**src/rtl/inbuf_fifo.sv**
```systemverilog
// inbuf_fifo: multi-entry input skid buffer between an upstream producer and a core.
// Upstream and core both use a valid/stop handshake. istop is derived only from state
// (plus reset/flush), so there is no combinational path from cstop to istop.
// With BYPASS=1, a beat arriving at an empty buffer may go straight to the core.

module inbuf_fifo #(
    parameter int W      = 16,
    parameter int DEPTH  = 4,
    parameter int BYPASS = 1,
    parameter int AFULL  = 3
) (
    input  logic                         clk,
    input  logic                         reset,
    input  logic                         flush,
    input  logic [W-1:0]                 idata,
    input  logic                         ivalid,
    output logic                         istop,
    output logic [W-1:0]                 cdata,
    output logic                         cvalid,
    input  logic                         cstop,
    output logic [$clog2(DEPTH+1)-1:0]   count,
    output logic                         afull
);

    localparam int CW = $clog2(DEPTH + 1);
    localparam int AW = $clog2(DEPTH);

    logic [W-1:0]  mem [DEPTH];
    logic [AW-1:0] rdptr;
    logic [AW-1:0] wrptr;
    logic          empty;
    logic          full;
    logic          bypassing;
    logic          push;
    logic          pop;

    // Handshake decode: output selection, stop to upstream, and push/pop strobes.
    // A bypassing beat that the core takes immediately is never written to storage.
    always_comb begin
        empty     = (count == '0);
        full      = (count == CW'(DEPTH));
        bypassing = (BYPASS != 0) && empty;
        istop     = reset | flush | full;
        cvalid    = 1'b0;
        cdata     = mem[rdptr];
        if (!reset && !flush) begin
            if (!empty) begin
                cvalid = 1'b1;
            end else if (bypassing) begin
                cvalid = ivalid;
            end
        end
        if (bypassing) begin
            cdata = idata;
        end
        push = ivalid && !istop && !(bypassing && !cstop);
        pop  = !empty && cvalid && !cstop;
    end

    assign afull = (count >= CW'(AFULL));

    // Pointer and occupancy state. Reset beats flush, flush beats any transfer.
    always_ff @(posedge clk) begin
        if (reset || flush) begin
            rdptr <= '0;
            wrptr <= '0;
            count <= '0;
        end else begin
            if (push) begin
                wrptr <= wrptr + AW'(1);
            end
            if (pop) begin
                rdptr <= rdptr + AW'(1);
            end
            case ({push, pop})
                2'b10:   count <= count + CW'(1);
                2'b01:   count <= count - CW'(1);
                default: count <= count;
            endcase
        end
    end

    // Storage array; intentionally not cleared by reset, since entries past count are never read.
    always_ff @(posedge clk) begin
        if (push) begin
            mem[wrptr] <= idata;
        end
    end

endmodule

```
**config.mk**
```make
export PLATFORM = sky130hd
export DESIGN_NAME = inbuf_fifo
export DESIGN_NICKNAME = d
export VERILOG_FILES = /design/src/rtl/inbuf_fifo.sv
export SDC_FILE = /design/constraint.sdc
export NUM_CORES = 1
export LEC_CHECK = 0
export BUFFER_PORTS_ARGS = -buffer_cell sky130_fd_sc_hd__buf_2
export CAP_MARGIN = 20
export CORE_MARGIN = 10
export CORE_UTILIZATION = 45
export DETAILED_ROUTE_END_ITERATION = 10
export GPL_ROUTABILITY_DRIVEN = 0
export PLACE_DENSITY_LB_ADDON = 0.1
export SETUP_SLACK_MARGIN = 0.05
export SYNTH_ARGS = -nofsm -noshare
export SYNTH_HDL_FRONTEND = slang
export SYNTH_SLANG_ARGS = --single-unit
```
**constraint.sdc**
```tcl
create_clock -name clk -period 2.2 [get_ports clk]
set_clock_uncertainty 0.05 [all_clocks]
set_input_delay 0.11 -clock clk [delete_from_list [all_inputs] [get_ports clk]]
set_output_delay 0.11 -clock clk [all_outputs]
set_load 0.1 [all_outputs]
```
==> flow_metrics.py, run 1 <==
metrics = {
    "placement": {
        "portBuffers": 42,
        "placed_area_um2": 3430,
        "dp_hpwl_um": 4070,
        "place_inst": 286,
    },
    "global_route": {
        "grt_max_degree": 21,
        "grt-ovfl-total": 0,
        "grt_pass1_vias": 1837,
        "grt_pass1_wl_um": 9690,
        "grt_use_total_pct": 12.2,
        "antenna_found_initial": 0,
    },
    "logic_synthesis": {
        "synth-seq-area-share_pct": 69.6,
        "syn_area_um2": 3020,
        "syn_inst": 159,
        "synth_edf_count": 64,
        "synth_area_leaders": "edfxtp_1, mux4_2, dfxtp_1, mux2_2, mux4_1",
        "synth-seq-cells": 73,
        "yosysTopAreaCell": "edfxtp_1",
        "synth_fa_ha_area_share_pct": 2.73,
        "synth_compound_area_share_pct": 1.91,
        "synth-main-ff-cell": "edfxtp_1",
        "synth.mux.area_fraction_pct": 18.7,
        "synth.cells.most_frequent": "edfxtp_1, mux2_2, mux4_2",
        "synth_top_area_share_pct": 63.6,
        "ys_types": 26,
        "yosys.area_share.simple_pct": 3.23,
        "synth.most_common_cell": "edfxtp_1",
        "syn_nets": 186,
        "synth_top_family_by_area": "multiplexers",
        "syn_area_per_cell_um2": 19.0,
        "synth-xor-area-share_pct": 1.16,
        "async_flop_share_pct": 0,
        "ys_warn_count": 0,
    },
    "clock_network": {
        "root_buffer": "clkbuf_8",
        "clk_pin_slew_worst_paths_ns": 0.08,
        "cts_htree_levels": 3,
        "tritoncts.num_buffers": 9,
        "cts_tree": "yes",
        "insertion_delay_ns": 0.33,
        "clockBufferDepth": 2,
        "clock-sinks": 73,
    },
    "detailed_routing": {
        "drtIter0Drc": 90,
        "drcViolationCount": 0,
        "wl_per_cell_um": 18.6,
        "vias": 1677,
        "drtAntennaViolNets": 0,
        "routed_via_density": 5.26,
        "drt-pass1-iter-count": 4,
        "routed_wl_um": 5930,
    },
    "status": {
        "status": "finished, final reports clean",
    },
    "timing": {
        "rsz0062_at_grt": "true",
        "fin_crit_sh_pct": 95.2,
        "min_period_ns": 2.09,
        "slew_headroom_pct": 67.4,
        "worstMarginPinSlew_ns": 0.493,
        "setup_violations": 0,
        "slew_viol_final": 0,
        "max_clock_freq_ghz": 0.477,
        "hold_violations": 0,
    },
    "flow_run": {
        "drv_cap": 0,
    },
    "layout": {
        "n_antenna_cell": 0,
        "nNetsFinal": 264,
        "n_fill_cell": 500,
        "fin_cells": 319,
        "multi_input_comb_area_um2": 900,
        "fin_area_um2": 3890,
        "ff_latch_area_um2": 2120,
        "area_delta_synth_final_pct": 28.7,
        "drive_above_1_share_pct": 48.3,
    },
    "floorplanning": {
        "die_w_um": 102,
        "core-area_um2": 6420,
        "rows": 29,
        "initial_core_util_pct": 47.0,
        "ios": 43,
        "die_area_um2": 10400,
        "die_h_um": 102,
    },
    "critical_path": {
        "path_max_fanout": 6,
        "endpoint_kind": "primary output",
        "cp_cell_sequence": "buf_6 > mux4_2 > mux2_2 > buf_2",
        "cp.required_ns": 2.04,
        "r2r_slack_ns": 0.14,
        "crit_type": "reg -> out",
        "crit_arrival_ns": 1.93,
        "slowest_delay_ns": 0.49,
        "start_kind": "register",
        "critPathSlowestCell": "mux4_2",
    },
    "min_path": {
        "hp-class": "in -> reg",
    },
    "power_and_ir_drop": {
        "cellPowerDensity_nw_per_um2": 729,
        "p_int_uw": 2120,
        "p_clk_share_pct": 36.2,
        "p_leak_uw": 0.00138,
        "pwr-share-seq_pct": 53.3,
        "comb_power_share_pct": 10.5,
        "p_sw_share_pct": 25.2,
        "ir_drop_v": 0.000462,
        "switching_power_uw": 714,
    },
}
[worst max-delay path, delay by kind of cell, from the launching register on]
kind,cells,cell delay [ns]
buffers and inverters,2,0.43
muxes,2,0.76
DFF,1,0.41
[worst paths after layout]
path / start / to / depth (start not counted)
worst max-delay path: register / cdata[5] / 4
worst min register to register: rdptr[1] / rdptr[1] / 2
worst min-delay path: cstop / register / 3
worst max register to register: count[2] / count[2] / 10
[metal layers]
metal / up-vias / track usage, % / part of all wire [%]
met3: 9 / 3.71 / 5.2
met5: - / 0 / 0
met4: 0 / 5.21 / 1.1
met2: 36 / 19.6 / 51
met1: 853 / 14.9 / 43
li1: 779 / - / -
[stage by stage]
stage	hold WS, ns	total power, uW	utilization, %	setup TNS, ns	setup slack (ns)
4_1_cts	0.126	2840	59.6	0	0.0524
6_report	0.141	2830	60.5	0	0.106
3_3_place_gp	0.282	1800	53.4	0	0.159
2_1_floorplan	0.159	1740	-	-0.0140	-0.0140
5_1_grt	0.161	2930	60.5	0	0.000853
3_5_place_dp	0.291	1800	53.4	0	0.0680
[logic make-up after synthesis]
kind of cell,after synthesis
buf+inv,14
compound gates,10
xor+xnor,4
simple gates,19
flops,73
fa+ha+maj,6
mux,33
[placed cells by master (no fill, tap or decap), drive strengths merged, types with 3 or more instances in the layout]
cell / n
a21o: 3
a21oi: 5
and2: 4
buf: 58
clkbuf: 9
clkinv: 3
dfxtp: 9
dlygate4sd3: 16
edfxtp: 64
ha: 5
inv: 8
mux2: 16
mux4: 16
nor2: 8
[what timing repair did]
action	in CTS	in global routing
hold buffers	16	0
hold endpoints to repair	64	0
pin swaps	1	2
gates cloned	0	0
resized for setup	13	17
buffers inserted	1	0
setup endpoints to repair	17	13
[cell type report]
class,count,area share (%)
clock buffers,9,3.19
inverters,7,0.676
repair buffers,74,14.3
well taps,77,2.48
multi-input cells,72,23.1
clock inverters,7,1.80
flip-flops and latches,73,54.5
[power groups by stage]
stage                     sequential (uW)  clock (uW)  combinational, uW
after floorplan                      1540           0                194
after global placement               1540           0                257
after detailed placement             1540           0                261
after CTS                            1510        1040                293
after global routing                 1510        1100                314
final                                1510        1020                299
[sequential cells by signal, summed over array words and instances (netlist names), named ones only]
register / flops
count: 3
mem: 64
rdptr: 2
wrptr: 2
Note: power is estimated with default switching activity, not from simulation.
==> inputs of run 2 (changes only) <==
--- a/config.mk
+++ b/config.mk
@@ -5,6 +5,7 @@
 export SDC_FILE = /design/constraint.sdc
 export NUM_CORES = 1
 export LEC_CHECK = 0
+export ABC_AREA = 1
 export BUFFER_PORTS_ARGS = -buffer_cell sky130_fd_sc_hd__buf_2
 export CAP_MARGIN = 20
 export CORE_MARGIN = 10
==> flow_metrics.py, run 2 <==
metrics = {
    "global_route": {
        "met1_usage_pct": 16.8,
        "grt_pass1_wl_um": 11400,
        "met3_usage_pct": 2.80,
        "antenna_found_initial": 0,
        "grt-ovfl-total": 0,
        "grt_use_total_pct": 13.1,
        "top_usage_layer": "met2",
        "gr-usage-met2_pct": 20.3,
        "grt_pass1_vias": 2251,
        "grt_max_degree": 33,
    },
    "clock_network": {
        "clock-sinks": 73,
        "clockBufferDepth": 2,
        "tritoncts.num_buffers": 9,
        "cts_htree_levels": 3,
        "root_buffer": "clkbuf_8",
        "clk_pin_slew_worst_paths_ns": 0.08,
        "cts_tree": "yes",
        "insertion_delay_ns": 0.35,
    },
    "min_path": {
        "hold_depth": 4,
        "hp-start": "flush",
        "hp-class": "in -> reg",
        "hold_end": "count[0]",
    },
    "critical_path": {
        "cp.required_ns": 2.40,
        "endpoint_kind": "register",
        "cp_cell_sequence": "dlygate4sd3_1 > buf_2 > nor2_4 > nand3_2 > inv_1 > ha_1 > inv_1 > fa_1 > or2_2 > nand2_1 > nand2_1 > nand2_1 > nor2_1",
        "path_max_fanout": 7,
        "crit_type": "in -> reg",
        "start_kind": "primary input",
        "cp_common_cell": "nand2_1",
        "crit_family": "simple AND/OR/NAND/NOR gates",
        "timing.reg2reg.worst_path_depth": 11,
        "worstSetupPathDepth": 13,
        "critPathSlowestCell": "dlygate4sd3_1",
        "worstReg2RegStart": "count[0]",
        "slowest_delay_ns": 0.53,
        "r2r_slack_ns": 0.16,
        "crit_arrival_ns": 2.29,
        "critPathBufInv": 4,
        "reg2reg_to": "count[2]",
    },
    "floorplanning": {
        "die_h_um": 105,
        "core-area_um2": 7180,
        "rows": 31,
        "die_area_um2": 11100,
        "die_w_um": 105,
        "ios": 43,
        "initial_core_util_pct": 45.6,
    },
    "layout": {
        "n_fill_cell": 632,
        "nNetsFinal": 411,
        "final_cell_mix": "nand2_1, nor2_1, edfxtp_1",
        "fin_cells": 488,
        "largest_register_ffs": 64,
        "area_delta_synth_final_pct": 22.3,
        "top_register": "mem",
        "n_antenna_cell": 0,
        "drive_above_1_share_pct": 24.4,
        "layout_commonest_cell": "nand2_1",
        "top_regs": "mem (64), count (3)",
    },
    "placement": {
        "dp_hpwl_um": 4370,
        "place_ws_ns": 0.193,
        "portBuffers": 42,
        "place_inst": 451,
    },
    "logic_synthesis": {
        "syn_inst": 314,
        "synth_top_area_share_pct": 58.7,
        "yosysTopAreaCell": "edfxtp_1",
        "synth-seq-area-share_pct": 64.2,
        "synth_edf_count": 64,
        "syn_nets": 341,
        "syn_area_um2": 3270,
        "ys_warn_count": 0,
        "synth.cells.most_frequent": "nand2_1, nor2_1, edfxtp_1",
        "syn_area_per_cell_um2": 10.4,
        "ys_types": 26,
        "synth_area_leaders": "edfxtp_1, nand2_1, nor2_1, dfxtp_1, o21ai_1",
        "async_flop_share_pct": 0,
        "synth.most_common_cell": "nand2_1",
        "synth-seq-cells": 73,
        "synth-main-ff-cell": "edfxtp_1",
    },
    "timing": {
        "slew_headroom_pct": 67.2,
        "setup_ws_ns": 0.112,
        "hold_violations": 0,
        "final.setup.tns_ns": 0,
        "setup_violations": 0,
        "max_clock_freq_ghz": 0.479,
        "worstMarginPinSlew_ns": 0.495,
        "slew_viol_final": 0,
        "whs_ns": 0.0220,
        "min_period_ns": 2.09,
        "fin_crit_sh_pct": 94.9,
        "rsz0062_at_grt": "false",
    },
    "detailed_routing": {
        "drtAntennaViolNets": 0,
        "routed_via_density": 4.65,
        "drcViolationCount": 0,
        "drt-pass1-iter-count": 4,
        "wl_per_cell_um": 14.4,
        "drtIter0Drc": 92,
        "routed_wl_um": 7030,
        "vias": 2270,
    },
    "status": {
        "status": "finished, final reports clean",
    },
    "power_and_ir_drop": {
        "ir_drop_v": 0.000358,
        "cellPowerDensity_nw_per_um2": 714,
        "p_leak_uw": 0.00163,
        "power_uw": 2860,
    },
    "flow_run": {
        "drv_cap": 0,
    },
}
-- run 2: power breakdown --
group	internal, uW	switching (uW)	total, uW	leakage (uW)
sequential	1510	2.72	1510	0.000652
combinational	85.1	268	353	0.000880
clock	511	483	995	0.0000962
total	2100	753	2860	0.00163
-- run 2: logic make-up (layout without fill, tap and decap cells) --
family / Yosys count / after routing / share of synthesized area [%]
DFF: 73 / 73 / 64.2
buffers and inverters: 32 / 107 / 5.58
AOI/OAI and AO/OA: 42 / 42 / 6.65
adders and majority gates: 6 / 6 / 2.52
and+or+nand+nor: 161 / 161 / 21.0
-- run 2: worst max-delay path by stage --
stage / from / endpoint / slack, ns
3_5_place_dp: count[0] / count[2] / 0.19
6_report: reset / count[2] / 0.11
5_1_grt: reset / count[2] / 0.06
2_1_floorplan: count[2] / count[2] / 0.07
4_1_cts: register / cdata[2] / 0.04
3_3_place_gp: count[0] / count[2] / 0.21
-- run 2: cell type report --
type | instances | area [um2] | area share, %
clock buffer | 9 | 124 | 3.09
clock inverter | 7 | 61.3 | 1.53
inverter | 20 | 82.6 | 2.06
multi-input combinational | 209 | 996 | 24.9
sequential | 73 | 2110 | 52.8
tap | 99 | 124 | 3.09
timing repair buffer | 71 | 502 | 12.5
-- run 2: routing by layer --
metal	vias up	routed length [um]
met3	2	243
li1	1174	-
met5	-	0
met2	36	3440
met4	0	23
met1	1058	3320
-- run 2: repair_timing --
item	CTS	global route
cloned	0	0
setup endpoints to repair	16	16
resized for setup	11	2
hold buffers	18	0
endpoints found under the hold margin	65	0
buffers inserted	0	3
pin swaps	0	1
-- run 2: worst min-delay path: cells and delay by family --
family	cells	cell delay (ns)
compound gates	2	0.11
buf+inv	1	0.10
simple gates	1	0.06
-- run 2: through the flow --
| stage | util (%) | cell area [um2] |
|---|---|---|
| final | 55.8 | 4000 |
| after global routing | 55.8 | 4000 |
| after CTS | 55.4 | 3980 |
| after detailed placement | 49.9 | 3580 |
| after global placement | 49.9 | 3580 |
| after floorplan | - | 3290 |
==> inputs of run 3 (changes only) <==
--- a/config.mk
+++ b/config.mk
@@ -8,6 +8,7 @@
 export ABC_AREA = 1
 export BUFFER_PORTS_ARGS = -buffer_cell sky130_fd_sc_hd__buf_2
 export CAP_MARGIN = 20
+export CORE_ASPECT_RATIO = 0.8
 export CORE_MARGIN = 10
 export CORE_UTILIZATION = 45
 export DETAILED_ROUTE_END_ITERATION = 10
==> flow_metrics.py, run 3 (synthesis gave the netlist of run 2 again) <==
metrics = {
    "critical_path": {
        "r2r_slack_ns": 0.20,
        "startpoint": "count[2]",
        "start_kind": "register",
        "endpoint_kind": "primary output",
        "crit_type": "reg -> out",
        "reg2reg_to": "count[2]",
        "path_max_fanout": 18,
        "crit_arrival_ns": 1.87,
        "worstReg2RegStart": "count[0]",
        "timing.reg2reg.worst_path_depth": 11,
        "cp.required_ns": 2.04,
        "crit_path_end": "cvalid",
    },
    "layout": {
        "top_register": "mem",
        "largest_register_ffs": 64,
        "final_cell_mix": "nand2_1, nor2_1, edfxtp_1",
        "layout_commonest_cell": "nand2_1",
        "fin_cells": 473,
        "n_fill_cell": 595,
        "drive_above_1_share_pct": 24.4,
        "n_antenna_cell": 0,
        "nNetsFinal": 408,
        "area_delta_synth_final_pct": 22.4,
        "top_regs": "mem (64), count (3)",
    },
    "global_route": {
        "met3_usage_pct": 3.98,
        "grt_pass1_vias": 2202,
        "grt-ovfl-total": 0,
        "top_usage_layer": "met2",
        "grt_max_degree": 33,
        "met1_usage_pct": 17.4,
        "gr-usage-met2_pct": 20.1,
        "grt_pass1_wl_um": 11100,
        "antenna_found_initial": 0,
        "grt_use_total_pct": 13.1,
    },
    "clock_network": {
        "cts_tree": "yes",
        "post_cts_buffers": 0,
        "insertion_delay_ns": 0.34,
        "root_buffer": "clkbuf_8",
        "tritoncts.num_buffers": 9,
        "clockBufferDepth": 2,
        "clk_pin_slew_worst_paths_ns": 0.07,
        "clock-sinks": 73,
        "cts_htree_levels": 3,
    },
    "flow_run": {
        "drv_cap": 0,
    },
    "floorplanning": {
        "ios": 43,
        "die_h_um": 96.3,
        "initial_core_util_pct": 46.8,
        "core-area_um2": 6990,
        "rows": 27,
        "die_area_um2": 11100,
        "die_w_um": 115,
    },
    "detailed_routing": {
        "routed_wl_um": 6710,
        "drcViolationCount": 0,
        "wl_per_cell_um": 14.2,
        "drt-pass1-iter-count": 4,
        "routed_via_density": 4.73,
        "drtAntennaViolNets": 0,
        "vias": 2237,
        "drtIter0Drc": 87,
    },
    "timing": {
        "rsz0062_at_grt": "false",
        "min_period_ns": 2.03,
        "slew_headroom_pct": 66.4,
        "worstMarginPinSlew_ns": 0.507,
        "final.setup.tns_ns": 0,
        "slew_viol_final": 0,
        "max_clock_freq_ghz": 0.493,
        "fin_crit_sh_pct": 92.2,
        "setup_violations": 0,
        "hold_violations": 0,
    },
    "power_and_ir_drop": {
        "cellPowerDensity_nw_per_um2": 747,
        "p_leak_uw": 0.00162,
        "power_uw": 2990,
        "ir_drop_v": 0.000393,
    },
    "placement": {
        "dp_hpwl_um": 4370,
        "place_inst": 441,
        "portBuffers": 42,
    },
    "status": {
        "status": "finished, final reports clean",
    },
    "min_path": {
        "hp-class": "in -> reg",
    },
}
## run 3: metal layers
metal / vias up / routed length, um
met2: 41 / 3050
met4: 0 / 87
li1: 1168 / -
met1: 1021 / 3250
met3: 7 / 326
met5: - / 0
## run 3: timing repair
action | in CTS | in global routing
gates resized for setup | 13 | 5
hold endpoints to repair | 64 | 0
pin swaps | 0 | 1
hold buffers | 16 | 0
setup endpoints to repair | 16 | 17
## run 3: per-stage QoR
step                util [%]  cell area, um2  hold slack [ns]  setup slack, ns
detailed placement      51.2            3580            0.296            0.192
finish                  57.3            4010           0.0261            0.171
CTS                     57.1            4000           0.0115           0.0569
global placement        51.2            3580            0.295            0.229
floorplan                  -            3290            0.159           0.0712
global route            57.3            4010           0.0363           0.0499
## run 3: worst max-delay path: stages (launching register included)
cell	delay, ns
dfxtp_4	0.37
inv_2	0.07
nand2_4	0.07
buf_4	0.28
inv_4	0.17
a21oi_2	0.13
buf_2	0.44
## run 3: layout make-up
cell class	instances	area, um2	share of cell area [%]
Clock inverter	6	92.6	2.31
Multi-Input combinational cell	209	996	24.9
Sequential cell	73	2110	52.8
Tap cell	87	109	2.72
Timing Repair Buffer	68	485	12.1
Clock buffer	10	128	3.18
Inverter	20	82.6	2.06
## run 3: report_power, final
| part | internal (uW) | total (uW) | switching, uW |
|---|---|---|---|
| sequential | 1510 | 1510 | 2.73 |
| combinational | 83.7 | 350 | 266 |
| clock | 642 | 1130 | 492 |
## run 3: worst min path at each step
stage / startpoint / endpoint / depth (start not counted)
floorplan: idata[0] / mem[0][0] / 0
global placement: idata[14] / mem[1][14] / 1
detailed placement: idata[14] / mem[1][14] / 1
CTS: reset / count[2] / 4
global route: reset / count[2] / 4
finish: reset / count[2] / 4
